===== src/rtl/uio_reg_responder.sv =====
// rtl/uio_reg_responder.sv - strobe/ack register responder for the tile's parallel host bus
module uio_reg_responder #(
  parameter int         NREGS       = 4,
  parameter int         SYNC_STAGES = 2,
  parameter logic [7:0] RESET_VAL   = 8'h00
) (
  input  logic       clk,
  input  logic       rst,
  input  logic       ena,
  input  logic [7:0] ui_in,
  input  logic [7:0] uio_in,
  output logic [7:0] uio_out,
  output logic [7:0] uio_oe,
  output logic [7:0] uo_out
);

  typedef enum logic [1:0] {IDLE, XFER, ACK} state_t;

  localparam logic [3:0] NREGS_L = 4'(NREGS);

  state_t                 state;
  logic [SYNC_STAGES-1:0] sync;
  logic [SYNC_STAGES:0]   settle;
  logic                   strobe_p;
  logic                   armed;
  logic [7:0]             regs [NREGS];
  logic                   cap_rw;
  logic [2:0]             cap_addr;
  logic [7:0]             cap_data;
  logic                   ack;
  logic                   busy;
  logic                   err;
  logic                   last_rw;
  logic [3:0]             wcount;

  logic       strobe_s;
  logic       start;
  logic [2:0] addr;
  logic       addr_err;
  logic [7:0] rd_val;
  logic       unused_ui;

  assign strobe_s  = sync[SYNC_STAGES-1];
  assign addr      = ui_in[4:2];
  assign addr_err  = ({1'b0, addr} >= NREGS_L);
  assign start     = ena & armed & strobe_s & ~strobe_p;
  assign unused_ui = ^ui_in[7:5];
  assign uo_out    = {wcount, last_rw, err, busy, ack};

  // Unmatched (out-of-range) addresses fall through to the 8'hFF error pattern.
  always_comb begin
    rd_val = 8'hFF;
    for (int i = 0; i < NREGS; i++) begin
      if (3'(i) == addr) rd_val = regs[i];
    end
  end

  always_ff @(posedge clk) begin
    if (rst) begin
      state    <= IDLE;
      sync     <= '0;
      settle   <= '0;
      strobe_p <= 1'b0;
      armed    <= 1'b0;
      for (int i = 0; i < NREGS; i++) regs[i] <= RESET_VAL;
      cap_rw   <= 1'b0;
      cap_addr <= 3'd0;
      cap_data <= 8'h00;
      ack      <= 1'b0;
      busy     <= 1'b0;
      err      <= 1'b0;
      last_rw  <= 1'b0;
      wcount   <= 4'd0;
      uio_out  <= 8'h00;
      uio_oe   <= 8'h00;
    end else begin
      sync     <= {sync[SYNC_STAGES-2:0], ui_in[0]};
      strobe_p <= strobe_s;
      settle   <= {settle[SYNC_STAGES-1:0], 1'b1};
      // A rise only counts once a genuine low has been seen with ena high,
      // so a strobe held across reset or an ena rise never starts a transfer.
      if (!ena) armed <= 1'b0;
      else if (settle[SYNC_STAGES] && !strobe_s) armed <= 1'b1;

      case (state)
        IDLE: begin
          if (start) begin
            cap_rw   <= ui_in[1];
            cap_addr <= addr;
            cap_data <= uio_in;
            busy     <= 1'b1;
            err      <= addr_err;
            last_rw  <= ui_in[1];
            if (!ui_in[1]) begin
              uio_out <= rd_val;
              uio_oe  <= 8'hFF;
            end
            state <= XFER;
          end
        end
        XFER: begin
          if (cap_rw && !err) begin
            for (int i = 0; i < NREGS; i++) begin
              if (3'(i) == cap_addr) regs[i] <= cap_data;
            end
            wcount <= wcount + 4'd1;
          end
          ack   <= 1'b1;
          state <= ACK;
        end
        ACK: begin
          if (!strobe_s) begin
            ack     <= 1'b0;
            busy    <= 1'b0;
            uio_oe  <= 8'h00;
            uio_out <= 8'h00;
            state   <= IDLE;
          end
        end
        default: state <= IDLE;
      endcase
    end
  end

endmodule


===== config.mk =====
export PLATFORM = sky130hd
export DESIGN_NAME = uio_reg_responder
export DESIGN_NICKNAME = d
export VERILOG_FILES = /design/src/rtl/uio_reg_responder.sv
export SDC_FILE = /design/constraint.sdc
export NUM_CORES = 1
export LEC_CHECK = 0
export CAP_MARGIN = 20
export CORE_AREA = 2 2 103 105
export DETAILED_ROUTE_END_ITERATION = 7
export DIE_AREA = 0 0 105 107
export GPL_ROUTABILITY_DRIVEN = 1
export PLACE_DENSITY = 0.5
export SKIP_CTS_REPAIR_TIMING = 1
export SLEW_MARGIN = 20
export SYNTH_ARGS = -nofsm -noshare
export SYNTH_HDL_FRONTEND = slang
export SYNTH_SLANG_ARGS = --single-unit

===== constraint.sdc =====
create_clock -name clk -period 4.9 [get_ports clk]
set_input_delay 0.98 -clock clk [delete_from_list [all_inputs] [get_ports clk]]
set_output_delay 0.98 -clock clk [all_outputs]
set_load 0.1 [all_outputs]

==> results.cfg, run 1 <==
[routing]
drc = 0
drt-pass1-iter-count = 4
drtIter0Drc = 71
drt-wirelength-per-cell_um = 14.9
vias_per_cell = 4.53
totalWireLength_um = 6340
ant_nets = 0
vias = 1922

[critical_path]
path_delay_family = buffers and inverters
critPathCaptureType = output pin
ff2ff_setup_slack_ns = 2.83
worstPathCellList = clkdlybuf4s50_1
crit_type = reg2out
cp.required_ns = 3.92
cp_data_arrival_time_ns = 1.99
max_stage_delay_ns = 1.19
cp_max_fo = 9
critPathLaunchType = flop
slowest_stage = clkdlybuf4s50_1
critical_path_buf_inv_count = 1

[timing]
hold_viol_final = 0
rsz0062_at_grt = no
relSlewSlack_pct = 26.6
fmax_mhz = 337
setup_ws_ns = 1.93
finalHoldWorstSlack_ns = 0.450
worstMarginPinSlew_ns = 1.10
finalSetupViolCount = 0
period_share_pct = 60.5
finalSetupTns_ns = 0
drv_slew = 0
finalCriticalPeriod_ns = 2.97
skew_ns = 0.00695

[global_route]
track_usage_pct = 12.0
gr-total-overflow = 0
grt_max_degree = 32
grt_antenna_before_repair = 0
grt_pass1_vias = 1953
grt_pass1_wl_um = 10200

[placement]
portBuffers = 39
gp_congestion = 0.711
place_area_um2 = 3420
post-place-cells = 408
pre_cts_slack_ns = 1.85
hpwl_um = 4180

[synth]
syn_area_um2 = 2950
post-synth-top-area-fraction_pct = 32.6
yosys_most_used_dff = dfxtp_1
postSynth.asyncResetShare_pct = 0
synth-seq-area-share_pct = 57.7
synth_cell_types = 34
synth.most_common_cell = dfxtp_1
yosys.area.top_type = edfxtp_1
syn-num-nets = 270
ys_warn_count = 0
ys_top_cells_by_count = dfxtp_1, and2_1, edfxtp_1, a21oi_1, mux2i_1
yosys-top-cells-area = edfxtp_1, dfxtp_1, and2_1, mux2i_1, a21oi_1
synth_seq_cells = 69
postSynthCellCount = 250
synth_edf_count = 32
syn_avg_cell_area_um2 = 11.8

[cts]
cts_max_level = 3
cts.path.max_buffers = 2
cts.sinks = 69
worstSkewPairLatency_ns = 0.34
cts_tree = yes
cts_root_buf = clkbuf_8
clk_pin_slew_worst_paths_ns = 0.07
cts_made_buffers = 9

[pwr]
power.total_mw = 1.18
vdd.ir_drop.worst_mv = 0.177
powerDensity_nw_per_um2 = 324
p_leak_nw = 1.26

[finish]
syn_to_final_growth_pct = 23.2
drive_gt1_share_pct = 12.2
design_area_um2 = 3630
post-route-util_pct = 36.0
num_antenna_cells = 0
nNetsFinal = 303
fin_cells = 424

[hold_path]
hold_class = reg2reg

[die]
die-height_um = 107
die_w_um = 105
std_cell_rows = 37
start_util_pct = 29.2
core_area_um2 = 10100
die_area_um2 = 11200
ios = 43

[status]
status = finished clean

[flow_run]
timing.max_cap.violations = 0
kinds of logic after synthesis:
logic type,count (synthesis),synth area share [%]
AO/OA/AOI/OAI,56,12.4
XOR/XNOR,1,0.297
adder cells (fa/ha/maj),1,0.424
buffers and inverters,28,5.18
flip-flops,69,57.7
multiplexers,18,6.15
AND/OR/NAND/NOR,77,17.8
cell usage in the layout (no fill, tap or decap), types with 4 or more instances in the layout:
cell and n:
a21oi_1 19, a22o_1 8, a22oi_1 8, and2_1 32
buf_4 5, clkbuf_8 9, clkdlybuf4s50_1 39, dfxtp_1 37
edfxtp_1 32, inv_2 4, mux2i_1 17, nand3_1 14
nor2_1 5, nor2b_1 6, nor4_2 4, o21ai_1 15
o41ai_1 4
worst reg2reg max path: stages, from the launching register on:
cell       delay, ns
dfxtp_1         0.40
nand4bb_1       0.73
nor4_4          0.67
a22o_1          0.23
layout make-up:
class	instances	area (um2)
Timing Repair Buffer	44	428
Multi-Input combinational cell	153	1100
Inverter	6	22.5
Fill cell	1035	6460
Clock buffer	9	124
Tap cell	136	170
Sequential cell	69	1700
Clock inverter	7	88.8
routing by layer:
metal | track usage, % | routed length (um)
met5 | 0 | 0
met4 | 4.57 | 94
met2 | 18.8 | 2880
met3 | 4.07 | 353
met1 | 15.5 | 3010
report_power, final:
part / switching, mW / internal [mW]
sequential: 0.00367 / 0.612
clock: 0.214 / 0.284
combinational: 0.0356 / 0.0261
total: 0.254 / 0.922
final timing paths:
kind	startpoint	endpoint	cells past startpoint
max reg2reg	state[0]	uio_out[6]	3
min	settle[0]	settle[1]	1
min reg2reg	settle[0]	settle[1]	1
max	uio_oe[6]	uio_oe[7]	1
sequential cells by signal, summed over array words and instances, names as in the netlist, 2 cells and up:
signal and cells:
wcount 4, cap_addr 3, state 2, uio_out 8
settle 3, regs 32, sync 2, cap_data 8
Note: power is estimated with default switching activity, not from simulation.
==> run 2, diff against run 1 <==
clock period = 2.9 ns   (was 4.9 ns; I/O delays follow)
==> run 2 against run 1 <==
Highest routed layer unchanged. Critical path type is now in2reg. Routed wire length fell by 0.24%. Utilization fell by 0.29 points. Via count rose by 3.3%. Clock power rose by 39%. Final cell count rose by 2.4%. Clock-buffer cell count rose by 5. Critical path depth rose by 3. Register-to-register slack got worse by 1.7 ns.
==> results.cfg, run 2 (synthesized netlist as in run 1, its figures left out) <==
[global_route]
grt_antenna_before_repair = 0
gr-total-overflow = 0
grt_pass1_wl_um = 10200
use_met1_pct = 15.2
track_usage_pct = 12.0
use_met3_pct = 3.71
grt_max_degree = 18
met2_usage_pct = 19.2
busiest_layer = met2
grt_pass1_vias = 1957

[routing]
drt-pass1-iter-count = 6
drtIter0Drc = 36
drt-wirelength-per-cell_um = 14.6
totalWireLength_um = 6320
vias_per_cell = 4.58
vias = 1986
ant_nets = 0
drc = 0

[timing]
rsz0062_at_grt = no
period_share_pct = 65.5
relSlewSlack_pct = 51.2
skew_ns = 0.00698
finalCriticalPeriod_ns = 1.90
fmax_mhz = 527
setup_ws_ns = 1.00
finalHoldWorstSlack_ns = 0.442
worstMarginPinSlew_ns = 0.729
finalSetupViolCount = 0
drv_slew = 0
finalSetupTns_ns = 0
hold_viol_final = 0

[die]
ios = 43
core_area_um2 = 10100
die-height_um = 107
die_w_um = 105
std_cell_rows = 37
die_area_um2 = 11200
start_util_pct = 29.2

[finish]
final_common_cell = buf_4
top_register = regs
top_regs = regs x32, cap_data x8, uio_out x8
drive_gt1_share_pct = 21.8
fin_cells = 434
largest_register_ff_count = 32
nNetsFinal = 313
num_antenna_cells = 0
fillers = 1036
design_area_um2 = 3600
final_cell_mix = buf_4, dfxtp_1, and2_1, edfxtp_1, a21oi_1
syn_to_final_growth_pct = 22.2
post-route-util_pct = 35.7

[pwr]
vdd.ir_drop.worst_mv = 0.185
power.total_mw = 1.84
powerDensity_nw_per_um2 = 511
p_leak_nw = 1.34

[placement]
hpwl_um = 4270
portBuffers = 39
post-place-cells = 418
pre_cts_slack_ns = 0.704
place_area_um2 = 3430
gp_congestion = 0.697

[cts]
cts_root_buf = clkbuf_8
cts_tree = yes
clk_pin_slew_worst_paths_ns = 0.07
cts.sinks = 69
cts.path.max_buffers = 2
cts_max_level = 3
cts_made_buffers = 9
worstSkewPairLatency_ns = 0.34

[flow_run]
timing.max_cap.violations = 0

[critical_path]
critPathCaptureType = flop
slowest_stage = nor2_1
critPathLaunchType = primary input
cp.required_ns = 3.14
crit_type = in2reg
cp_data_arrival_time_ns = 2.13
max_stage_delay_ns = 0.60
cp_max_fo = 8
worstPathCellList = clkdlybuf4s50_1, nor2_1, a22oi_1, a22o_1

[hold_path]
hold_class = reg2reg

[status]
status = finished clean
[run 2: cell count changes in the layout (fill, tap and decap cells not counted), moves of 2 or more]
| cell | previous run | this run |
|---|---|---|
| bufinv_16 | 2 | 0 |
| clkbuf_1 | 0 | 3 |
| buf_4 | 5 | 39 |
| clkdlybuf4s50_1 | 39 | 15 |
| clkbuf_8 | 9 | 11 |
[run 2: layout make-up]
class | instances | area [um2] | area share (%)
clock buffers | 14 | 163 | 4.52
clock inverters | 2 | 8.76 | 0.243
multi-input cells | 153 | 1090 | 30.4
repair buffers | 54 | 443 | 12.3
well taps | 136 | 170 | 4.72
flip-flops and latches | 69 | 1700 | 47.2
inverters | 6 | 22.5 | 0.625
[run 2: critical path, delay by kind of cell]
kind	cells	cell delay, ns
AND/OR/NAND/NOR	1	0.60
AO/OA/AOI/OAI	2	0.45
buffers and inverters	1	0.50
[run 2: worst paths after layout]
check	slack, ns	end	from	cells after the start
worst min register to register	0.44	sync[1]	sync[0]	1
worst max-delay path	1.00	uio_out[6]	ui_in[4]	4
worst min-delay path	0.44	sync[1]	sync[0]	1
worst max register to register	1.17	regs[1][0]	state[0]	3
[run 2: metal layers]
layer,wire length (um),up-vias
met5,0,-
met2,2940,39
met3,260,9
li1,-,991
met1,3050,947
met4,74,0
[run 2: report_power, final]
group | internal [mW] | switching, mW | leakage, nW
sequential | 1.03 | 0.00613 | 0.630
clock | 0.354 | 0.338 | 0.0881
combinational | 0.0474 | 0.0604 | 0.623
total | 1.44 | 0.405 | 1.34
==> run 3, diff against run 2 <==
PLACE_DENSITY = 0.52   (was 0.5)
clock period = 1.65 ns   (was 2.9 ns; I/O delays follow)
==> run 3 against run 2 <==
The run now ends with negative setup slack left. Cell area rose by 16%. Final cell count up 4.6%. Clock power grew 71%. Worst setup slack lost 1.0 ns. Total power is 76% higher. Hold slack better by 0.0028 ns. Clock-buffer cell count is 2 lower. Clock skew is 0.00088 ns higher. Sequential share of layout area fell by 6.6 points. Routed wire length rose by 6.6%. Critical endpoint is now regs[0][7]. Largest cell class unchanged.
==> results.cfg, run 3 (synthesized netlist as in run 1, its figures left out) <==
[routing]
drt-pass1-iter-count = 4
ant_nets = 0
drt-wirelength-per-cell_um = 14.9
totalWireLength_um = 6740
drc = 0
vias = 2074
vias_per_cell = 4.57
drtIter0Drc = 67

[status]
violations = negative setup slack
status = complete, but fails checks

[global_route]
track_usage_pct = 13.0
gr-total-overflow = 0
grt_max_degree = 18
grt_pass1_wl_um = 11000
grt_pass1_vias = 2205
grt_antenna_before_repair = 0

[pwr]
powerDensity_nw_per_um2 = 771
power.total_mw = 3.23
vdd.ir_drop.worst_mv = 0.414
p_leak_nw = 1.55

[cts]
clk_pin_slew_worst_paths_ns = 0.07
worstSkewPairLatency_ns = 0.33
cts_max_level = 3
cts.path.max_buffers = 2
cts_tree = yes
cts_made_buffers = 9
cts.sinks = 69
cts_root_buf = clkbuf_8

[timing]
fmax_mhz = 601
finalHoldWorstSlack_ns = 0.445
period_share_pct = 101
finalSetupTns_ns = -0.0576
worstMarginPinSlew_ns = 0.707
relSlewSlack_pct = 52.7
finalCriticalPeriod_ns = 1.66
setup_ws_ns = -0.0133
drv_slew = 0
skew_ns = 0.00785
hold_viol_final = 0
finalSetupViolCount = 6
rsz0062_at_grt = yes

[placement]
post-place-cells = 431
portBuffers = 39
pre_cts_slack_ns = -0.177
place_area_um2 = 3930
gp_congestion = 0.710
hpwl_um = 4520

[hold_path]
min_from = settle[0]
hold_class = reg2reg

[finish]
top_register = regs
drive_gt1_share_pct = 29.2
nNetsFinal = 333
largest_register_ff_count = 32
final_common_cell = dfxtp_1
fillers = 1002
top_regs = regs x32, cap_data x8, uio_out x8
final_cell_mix = dfxtp_1, and2_1, edfxtp_1
fin_cells = 454
design_area_um2 = 4190
num_antenna_cells = 0
post-route-util_pct = 41.5
syn_to_final_growth_pct = 42.2

[critical_path]
cpMostUsedCell = buf_4
worstPathCellList = nand4bb_4, buf_4, o41ai_4, buf_4
path_delay_family = buffers and inverters
cp_max_fo = 6
slowest_stage = o41ai_4
reg2reg_from = err
max_stage_delay_ns = 0.34
cp.required_ns = 1.70
critPathLaunchType = flop
crit_type = reg2reg
cp_data_arrival_time_ns = 1.71
critPathCaptureType = flop
crit_path_start = err
critical_path_buf_inv_count = 2

[flow_run]
timing.max_cap.violations = 0

[die]
ios = 43
std_cell_rows = 37
die_w_um = 105
die_area_um2 = 11200
core_area_um2 = 10100
die-height_um = 107
start_util_pct = 29.2
run 3: changes by cell type in the layout (fill, tap and decap cells not counted), sizes merged:
cell / change
clkinvlp: +2
clkbuf: -2
buf: +20
run 3: power by group:
group / internal (mW) / total (mW) / switching, mW
combinational: 0.110 / 0.225 / 0.115
clock: 0.580 / 1.18 / 0.599
sequential: 1.82 / 1.83 / 0.0112
total: 2.51 / 3.23 / 0.725
run 3: layout make-up:
| type | count | area, um2 | area share [%] |
|---|---|---|---|
| inverters | 6 | 22.5 | 0.537 |
| multi-input cells | 153 | 1180 | 28.1 |
| clock inverters | 4 | 23.8 | 0.567 |
| well taps | 136 | 170 | 4.06 |
| flip-flops and latches | 69 | 1710 | 40.7 |
| repair buffers | 74 | 947 | 22.6 |
| clock buffers | 12 | 145 | 3.46 |
run 3: per-layer routing:
layer / global-route usage [%] / vias to the layer above / wire, um
met5: 0 / - / 0
met4: 6.19 / 0 / 94
met3: 4.19 / 6 / 379
met2: 22.0 / 59 / 3370
met1: 14.9 / 979 / 2900
li1: - / 1030 / -
run 3: final timing paths:
check / endpoint / slack [ns] / cells after the start
worst max register to register: regs[0][7] / -0.01 / 4
worst min-delay path: settle[1] / 0.44 / 1
worst min register to register: settle[1] / 0.44 / 1
worst max-delay path: regs[0][7] / -0.01 / 4
run 3: worst register-to-register path: stages (launching register included):
cell	delay, ns
dfxtp_1	0.31
nand4bb_4	0.31
buf_4	0.20
o41ai_4	0.34
buf_4	0.22
